--- src/rtl/io_peripheral.sv ---
// Memory-mapped I/O responder: output port, debounced inputs, edge flags, timer/compare.
// Latency: q is registered, one cycle after the address; hit is combinational.
// Backpressure: none; every bus cycle is accepted, writes apply at the edge with wren && hit.
module io_peripheral #(
    parameter logic [31:0] IO_BASE      = 32'h0000_0400,
    parameter int          IO_WIDTH     = 11,
    parameter int          DEBOUNCE_LEN = 4
) (
    input  logic                clock,
    input  logic                reset,
    input  logic [31:0]         address,
    input  logic [31:0]         data,
    input  logic                wren,
    output logic                hit,
    output logic [31:0]         q,
    input  logic [IO_WIDTH-1:0] io_input_bus,
    output logic [IO_WIDTH-1:0] io_output_bus
);

    localparam logic [5:0] REG_OUT    = 6'h00;
    localparam logic [5:0] REG_IN     = 6'h01;
    localparam logic [5:0] REG_EDGE   = 6'h02;
    localparam logic [5:0] REG_TIMER  = 6'h03;
    localparam logic [5:0] REG_TCMP   = 6'h04;
    localparam logic [5:0] REG_STATUS = 6'h05;

    // Count at which a persistent difference is accepted into the debounced value.
    localparam logic [7:0] DB_LAST = 8'(DEBOUNCE_LEN - 1);

    logic [IO_WIDTH-1:0]        sync1_q, sync1_d;
    logic [IO_WIDTH-1:0]        sync2_q, sync2_d;
    logic [IO_WIDTH-1:0]        deb_q, deb_d;
    logic [IO_WIDTH-1:0][7:0]   cnt_q, cnt_d;
    logic [IO_WIDTH-1:0]        out_q, out_d;
    logic [IO_WIDTH-1:0]        edge_flags_q, edge_flags_d;
    logic [31:0]                timer_q, timer_d;
    logic [31:0]                tcmp_q, tcmp_d;
    logic                       status_q, status_d;
    logic [31:0]                rdata_q, rdata_d;

    logic                       wr;
    logic [5:0]                 sel;
    logic [31:0]                rdata;
    logic                       unused_addr_lsb;

    assign sel             = address[7:2];
    assign hit             = (address[31:8] == IO_BASE[31:8]);
    assign wr              = wren && hit;
    assign q               = rdata_q;
    assign io_output_bus   = out_q;
    // Byte lane within the word is irrelevant: all registers are full words.
    assign unused_addr_lsb = ^address[1:0];

    // Read mux over current register state, so a same-cycle write returns the old value.
    always_comb begin
        rdata = 32'h0;
        case (sel)
            REG_OUT:    rdata = 32'(out_q);
            REG_IN:     rdata = 32'(deb_q);
            REG_EDGE:   rdata = 32'(edge_flags_q);
            REG_TIMER:  rdata = timer_q;
            REG_TCMP:   rdata = tcmp_q;
            REG_STATUS: rdata = {31'h0, status_q};
            default:    rdata = 32'h0;
        endcase
    end

    // Next-state logic: synchroniser, debouncer, edge flags, timer, compare and bus writes.
    always_comb begin
        sync1_d      = io_input_bus;
        sync2_d      = sync1_q;
        deb_d        = deb_q;
        cnt_d        = cnt_q;
        out_d        = out_q;
        tcmp_d       = tcmp_q;
        rdata_d      = hit ? rdata : 32'h0;

        for (int i = 0; i < IO_WIDTH; i++) begin
            if (sync2_q[i] == deb_q[i]) begin
                cnt_d[i] = 8'h0;
            end else if (cnt_q[i] == DB_LAST) begin
                deb_d[i] = sync2_q[i];
                cnt_d[i] = 8'h0;
            end else begin
                cnt_d[i] = cnt_q[i] + 8'h1;
            end
        end

        // Clear requested bits first, then OR in new rising edges so a set wins.
        edge_flags_d = edge_flags_q;
        if (wr && sel == REG_EDGE) begin
            edge_flags_d = edge_flags_q & ~data[IO_WIDTH-1:0];
        end
        edge_flags_d = edge_flags_d | (deb_d & ~deb_q);

        // Compare uses the pre-increment value; a match overrides a coincident clear.
        status_d = status_q;
        if (wr && sel == REG_STATUS && data[0]) begin
            status_d = 1'b0;
        end
        if (timer_q == tcmp_q) begin
            status_d = 1'b1;
        end

        // A timer write replaces that cycle's increment.
        timer_d = timer_q + 32'h1;
        if (wr && sel == REG_TIMER) begin
            timer_d = data;
        end

        if (wr && sel == REG_OUT) begin
            out_d = data[IO_WIDTH-1:0];
        end
        if (wr && sel == REG_TCMP) begin
            tcmp_d = data;
        end
    end

    // State registers; synchronous reset discards any write in the same cycle.
    always_ff @(posedge clock) begin
        if (reset) begin
            sync1_q      <= '0;
            sync2_q      <= '0;
            deb_q        <= '0;
            cnt_q        <= '0;
            out_q        <= '0;
            edge_flags_q <= '0;
            timer_q      <= 32'h0;
            tcmp_q       <= 32'hFFFF_FFFF;
            status_q     <= 1'b0;
            rdata_q      <= 32'h0;
        end else begin
            sync1_q      <= sync1_d;
            sync2_q      <= sync2_d;
            deb_q        <= deb_d;
            cnt_q        <= cnt_d;
            out_q        <= out_d;
            edge_flags_q <= edge_flags_d;
            timer_q      <= timer_d;
            tcmp_q       <= tcmp_d;
            status_q     <= status_d;
            rdata_q      <= rdata_d;
        end
    end

endmodule

--- config.mk ---
export PLATFORM = sky130hd
export DESIGN_NAME = io_peripheral
export DESIGN_NICKNAME = d
export VERILOG_FILES = /design/src/rtl/io_peripheral.sv
export SDC_FILE = /design/constraint.sdc
export NUM_CORES = 1
export LEC_CHECK = 0
export CORE_MARGIN = 10
export CORE_UTILIZATION = 30
export CTS_BUF_LIST = sky130_fd_sc_hd__clkbuf_8
export DETAILED_ROUTE_END_ITERATION = 16
export DONT_BUFFER_PORTS = 1
export GPL_TIMING_DRIVEN = 0
export SYNTH_ARGS = -nofsm -noshare
export SYNTH_HDL_FRONTEND = slang
export SYNTH_SLANG_ARGS = --single-unit
--- constraint.sdc ---
create_clock -name clock -period 5.3 [get_ports clock]
set_input_delay 0.265 -clock clock [delete_from_list [all_inputs] [get_ports clock]]
set_output_delay 0.265 -clock clock [all_outputs]
set_load 0.01 [all_outputs]
-- Word level (Yosys, flattened, before mapping)
Index checks and enable logic that the tools add are counted.
- eq/ne operators: 29
- mux-type cells: 27
- bitwise operators: 6
- add/sub/neg operators: 12
- reduce and logical (&&, ||, !) cells: 21
- operators with widths (kind ; number):
    case mux 32 bit (6 select lines) ; 1
    adder 8 x 1 -> 8 bit (second input constant) ; 11
    equality test 8 x 2 -> 1 bit (second input constant) ; 11
    OR reduction 3 bit ; 11
    adder 32 x 1 -> 32 bit (second input constant) ; 1
    equality test 32 bit ; 1
    2-to-1 mux 32 bit ; 1
    equality test 24 x 3 -> 1 bit (second input constant) ; 1
    2-to-1 mux 1 bit ; 24
    bitwise AND 11 bit ; 2
    NOT 11 bit ; 2
    equality test 6 x 2 -> 1 bit (second input constant) ; 2
    equality test 6 x 3 -> 1 bit (second input constant) ; 2
    equality test 1 bit ; 11
    2-to-1 mux 11 bit ; 1
    bitwise OR 11 bit ; 1
    logical AND 1 bit ; 7
    equality test 6 x 1 -> 1 bit (second input constant) ; 1
    zero test 6 bit ; 1
    nonzero test 2 bit ; 1
    OR reduction 2 bit ; 1
    NOT 1 bit ; 1
- flip-flop bits (word level): 240

-- Logic depth before layout (Yosys ltp)
- depth after elaboration: 6
- gate-level depth with buffers: 8
- gate-level depth less buffers: 6

-- Worst setup path before layout
OpenSTA, ideal clock, no wires.
- kind: register -> register
- from: register cnt_q[40] (netlist bit)
- to: register cnt_q[42] (netlist bit)
- required time: 5.180 ns
- path slack: 3.397 ns
- library setup time: 0.120 ns
- data arrival time: 1.783 ns
- stages on the path, launching flop included: 7
- cell sequence: dfxtp_1 ha_1 or4b_2 nor4_1 nor2_1 nand2_1 nor2_1
- cells in the longest elaborated chain, start to end: 2
- ends and longest elaborated chain (element ; RTL line ; RTL):
    start: declaration ; 33 ; logic [IO_WIDTH-1:0][7:0] cnt_q, cnt_d;
    start signal: assignment ; 136 ; cnt_q <= cnt_d;
    branches (longest 2 deep; another with adder 8 x 1 -> 8 bit) ; - ;
Several ways; the timed one is not identified.
A chain may end at the register's enable or synchronous reset.

-- Final worst setup path
- from: register timer_q[2]
- to: register timer_q[31]
- cells in the longest elaborated chain, start to end: 2
- ends and longest elaborated chain (element ; RTL line ; RTL):
    start: declaration ; 36 ; logic [31:0] timer_q, timer_d;
    start signal: assignment ; 139 ; timer_q <= timer_d;
    adder 32 x 1 -> 32 bit ; 106 ; timer_d = timer_q + 32'h1;
    2-to-1 mux 32 bit ; 107 ; if (wr && sel == REG_TIMER) begin
No other way between the ends.

==> run_results.csv <==
group,metric,value,unit
outcome,outcome,"complete, no violations",
critical_path,critPathMaxFanout,9,
placed_design,placed_cells,1563,
timing,setup_slack,2870,ps
clock_tree,clock_sinks,240,
drt,viasPerCell,4.94,
synthesis,syn_inst,1115,
timing,max_freq,0.412,GHz
critical_path,reg2reg_slack,2870,ps
timing,setup_tns,0,ps
placed_design,hpwl,20800,um
layout,drive_above_1_share,0.0747,
drt,antenna_left,0,
layout,fin_util,0.358,
drt,routed_wirelength,29300,um
worst_hold_path,hp-start,"address[3]",
critical_path,r2r_end,"timer_q[31]",
critical_path,cp-start-kind,"flop",
clock_tree,insertion_delay,560,ps
synthesis,ys_types,46,
layout,post-route-cell-area,11900,um^2
critical_path,worstSetupEndpointType,"flop",
worst_hold_path,hp-class,"primary input to flop",
layout,area_growth,18.5,%
drt,post_drt_wl_per_cell,17.4,um
clock_tree,cts_tree,"done",
die,initial_utilization,0.302,
drt,drtIter0Drc,668,
die,fp.dieW,203,um
pwr,fin_total_pwr,3.71,mW
drt,drtPass1Iterations,5,
worst_hold_path,holdPathStages,4,
timing,worst_pin_slew,834,ps
clock_tree,cts-buffers-inserted,41,
worst_hold_path,holdPathEnd,"status_q",
layout,multi_input_area,5000,um^2
die,ioPinCount,122,
critical_path,critPathSlowestCell,"nor2_1",
pwr,leakage,4.37,nW
timing,rsz0062_at_grt,"false",
synthesis,syn_nets,1205,
timing,whs,34.8,ps
critical_path,timing.rr.start,"timer_q[2]",
synthesis,syn_avg_cell_area,9.04,um^2
synthesis,ys_warn_count,0,
timing,clock_skew,14.9,ps
layout,stdcell_count,1681,
placed_design,port_buffers,0,
drt,route.detailed.drc,0,
drt,num_vias,8307,
global_routing,busiest_layer,"met2",
pwr,peakVddDrop,0.169,mV
global_routing,met3_usage,0.0406,
clock_tree,cts.clk_slew.worst_paths,70,ps
critical_path,r2r_cells,6,
timing,relSlewSlack,0.430,
clock_tree,cts_root_buf,"clkbuf_8",
synthesis,synth_seq_area_share,0.477,
timing,min_period,2430,ps
critical_path,critical_path_arrival,2880,ps
placed_design,placed_area,10600,um^2
die,die_area,41300,um^2
timing,finalHoldViolations,0,
clock_tree,clockBufferDepth,3,
critical_path,slowest_delay,690,ps
clock_tree,htreeDepth,2,
layout,nets,1291,
critical_path,critical_path.cell_chain,"clkbuf_1, nand3_1, nor2_1, nand4_1, xor2_1, a211oi_1",
global_routing,use_met2,0.217,
synthesis,syn-cell-area,10100,um^2
placed_design,place_ws,2780,ps
global_routing,globalRoute.totalOverflow,0,
timing,finalCritPeriodShare,0.458,
layout,register_area,4800,um^2
synthesis,synth-seq-cells,240,
global_routing,grt_pass1_wl,45400,um
global_routing,grt_pass1_vias,7985,
pwr,p_per_area,310,nW/um^2
timing,setup_viol,0,
critical_path,required,5750,ps
job,drv_cap,0,
critical_path,critical_path_class,"flop to flop",
global_routing,grt_max_degree,12,
die,rows,67,
global_routing,antenna_found_initial,4,
placed_design,globalplace.congestion,0.889,
layout,fillers,3484,
global_routing,track_usage,0.137,
die,die_h,203,um
global_routing,grtUsageMet1,0.180,
timing,maxSlewViolCount,0,
die,core_area,33400,um^2
-- worst max-delay path: cells and delay by family (launching register included) --
family / cells / cell delay (ps)
buffers and inverters: 1 / 310
AO/OA/AOI/OAI: 1 / 240
AND/OR/NAND/NOR: 3 / 1240
flip-flops: 1 / 310
XOR/XNOR: 1 / 220
-- where the power goes --
group	internal [mW]	switching (mW)	total, mW
Sequential	1.82	0.00830	1.82
Combinational	0.0466	0.0596	0.106
Clock	0.981	0.793	1.77
-- cell type report --
cell class / count / share of cell area
Multi-Input combinational cell: 808 / 0.418
Sequential cell: 240 / 0.402
Clock buffer: 55 / 0.0634
Tap cell: 448 / 0.0469
Timing Repair Buffer: 43 / 0.0360
Buffer: 54 / 0.0188
Clock inverter: 18 / 0.00964
Inverter: 13 / 0.00409
Antenna cell: 2 / 0.000419
-- placed cells by master, fill, tap and decap left out, types with 2 or more instances in the layout --
cell	instances
or4_1	4
nor4b_1	3
nor2_1	157
nand4_1	23
a222oi_1	11
nor4_1	15
clkbuf_1	42
and4_1	6
dlygate4sd3_1	43
and2_1	3
a21oi_1	35
nand2_1	108
and3_1	38
nor2_2	2
xor2_1	84
diode_2	2
a211oi_1	31
clkbuf_8	55
nor2b_1	33
xnor2_1	55
ha_1	12
clkinv_2	7
buf_4	3
a31o_2	3
a22o_1	10
a22oi_1	31
nand3_1	68
inv_1	21
nor3_1	5
nand3b_1	33
or4b_2	5
dfxtp_1	240
buf_2	8
mux2i_1	2
nand2b_1	11
a31o_1	7
-- layer usage --
metal	vias up	part of all wire
met2	272	0.46
met1	3933	0.44
met4	4	0.014
met3	39	0.086
li1	4059	-
met5	-	0.00055
-- synth_stat cells (all sizes together) --
| cell type | number | area (um^2) |
|---|---|---|
| a2111oi | 1 | 8.76 |
| a211oi | 32 | 245 |
| a21oi | 35 | 175 |
| a222oi | 11 | 110 |
| a22o | 10 | 87.6 |
| a22oi | 31 | 233 |
| a31o | 10 | 87.6 |
| and2 | 3 | 18.8 |
| and3 | 38 | 238 |
| and3b | 1 | 8.76 |
| and4 | 6 | 52.6 |
| buf | 12 | 66.3 |
| clkbuf | 42 | 158 |
| dfxtp | 240 | 4800 |
| ha | 12 | 150 |
| inv | 13 | 48.8 |
| mux2i | 2 | 20.0 |
| nand2 | 108 | 405 |
| nand2b | 11 | 68.8 |
| nand3 | 68 | 340 |
| nand3b | 33 | 248 |
| nand4 | 24 | 165 |
| nand4b | 1 | 8.76 |
| nor2 | 159 | 602 |
| nor2b | 33 | 206 |
| nor3 | 6 | 35.0 |
| nor3b | 1 | 18.8 |
| nor4 | 15 | 93.8 |
| nor4b | 3 | 26.3 |
| o21ai | 1 | 5.00 |
| o31ai | 1 | 7.51 |
| or2 | 1 | 6.26 |
| or3 | 1 | 6.26 |
| or4 | 5 | 41.3 |
| or4b | 6 | 60.1 |
| xnor2 | 55 | 482 |
| xor2 | 84 | 736 |
-- kinds of logic (layout without fill, tap and decap cells) --
group	count (synthesis)	after routing	synth area share
xor gates and xnor gates	139	139	0.121
adders and majority gates	12	12	0.0149
and+or+nand+nor	523	523	0.263
AOI/OAI and AO/OA	132	132	0.0953
buffers and inverters	67	183	0.0271
DFF	240	240	0.477
muxes	2	2	0.00199
other	0	2	0
-- registers in the layout, summed over array words and instances (netlist names) --
name and count:
q 32, deb_q 11, cnt_q 88, timer_q 32, tcmp_q 32, io_output_bus 11, sync2_q 11, status_q 1
edge_flags_q 11, sync1_q 11
-- worst max path at each step --
stage          cells past startpoint           to  slack [ps]  startpoint
2_1_floorplan                      6    cnt_q[42]        3400   cnt_q[40]
3_3_place_gp                       5         q[4]        2790  address[5]
3_5_place_dp                       5         q[4]        2780  address[5]
4_1_cts                            6  timer_q[31]        2940  timer_q[2]
5_1_grt                            6  timer_q[31]        2740  timer_q[2]
6_report                           6  timer_q[31]        2870  timer_q[2]
-- timing repair --
action / 4_1_cts / 5_1_grt
gates resized for setup: 0 / 0
hold buffers: 43 / 0
hold endpoints to repair: 98 / 0
setup buffers: 0 / 0
(Power assumes the default switching activity.)
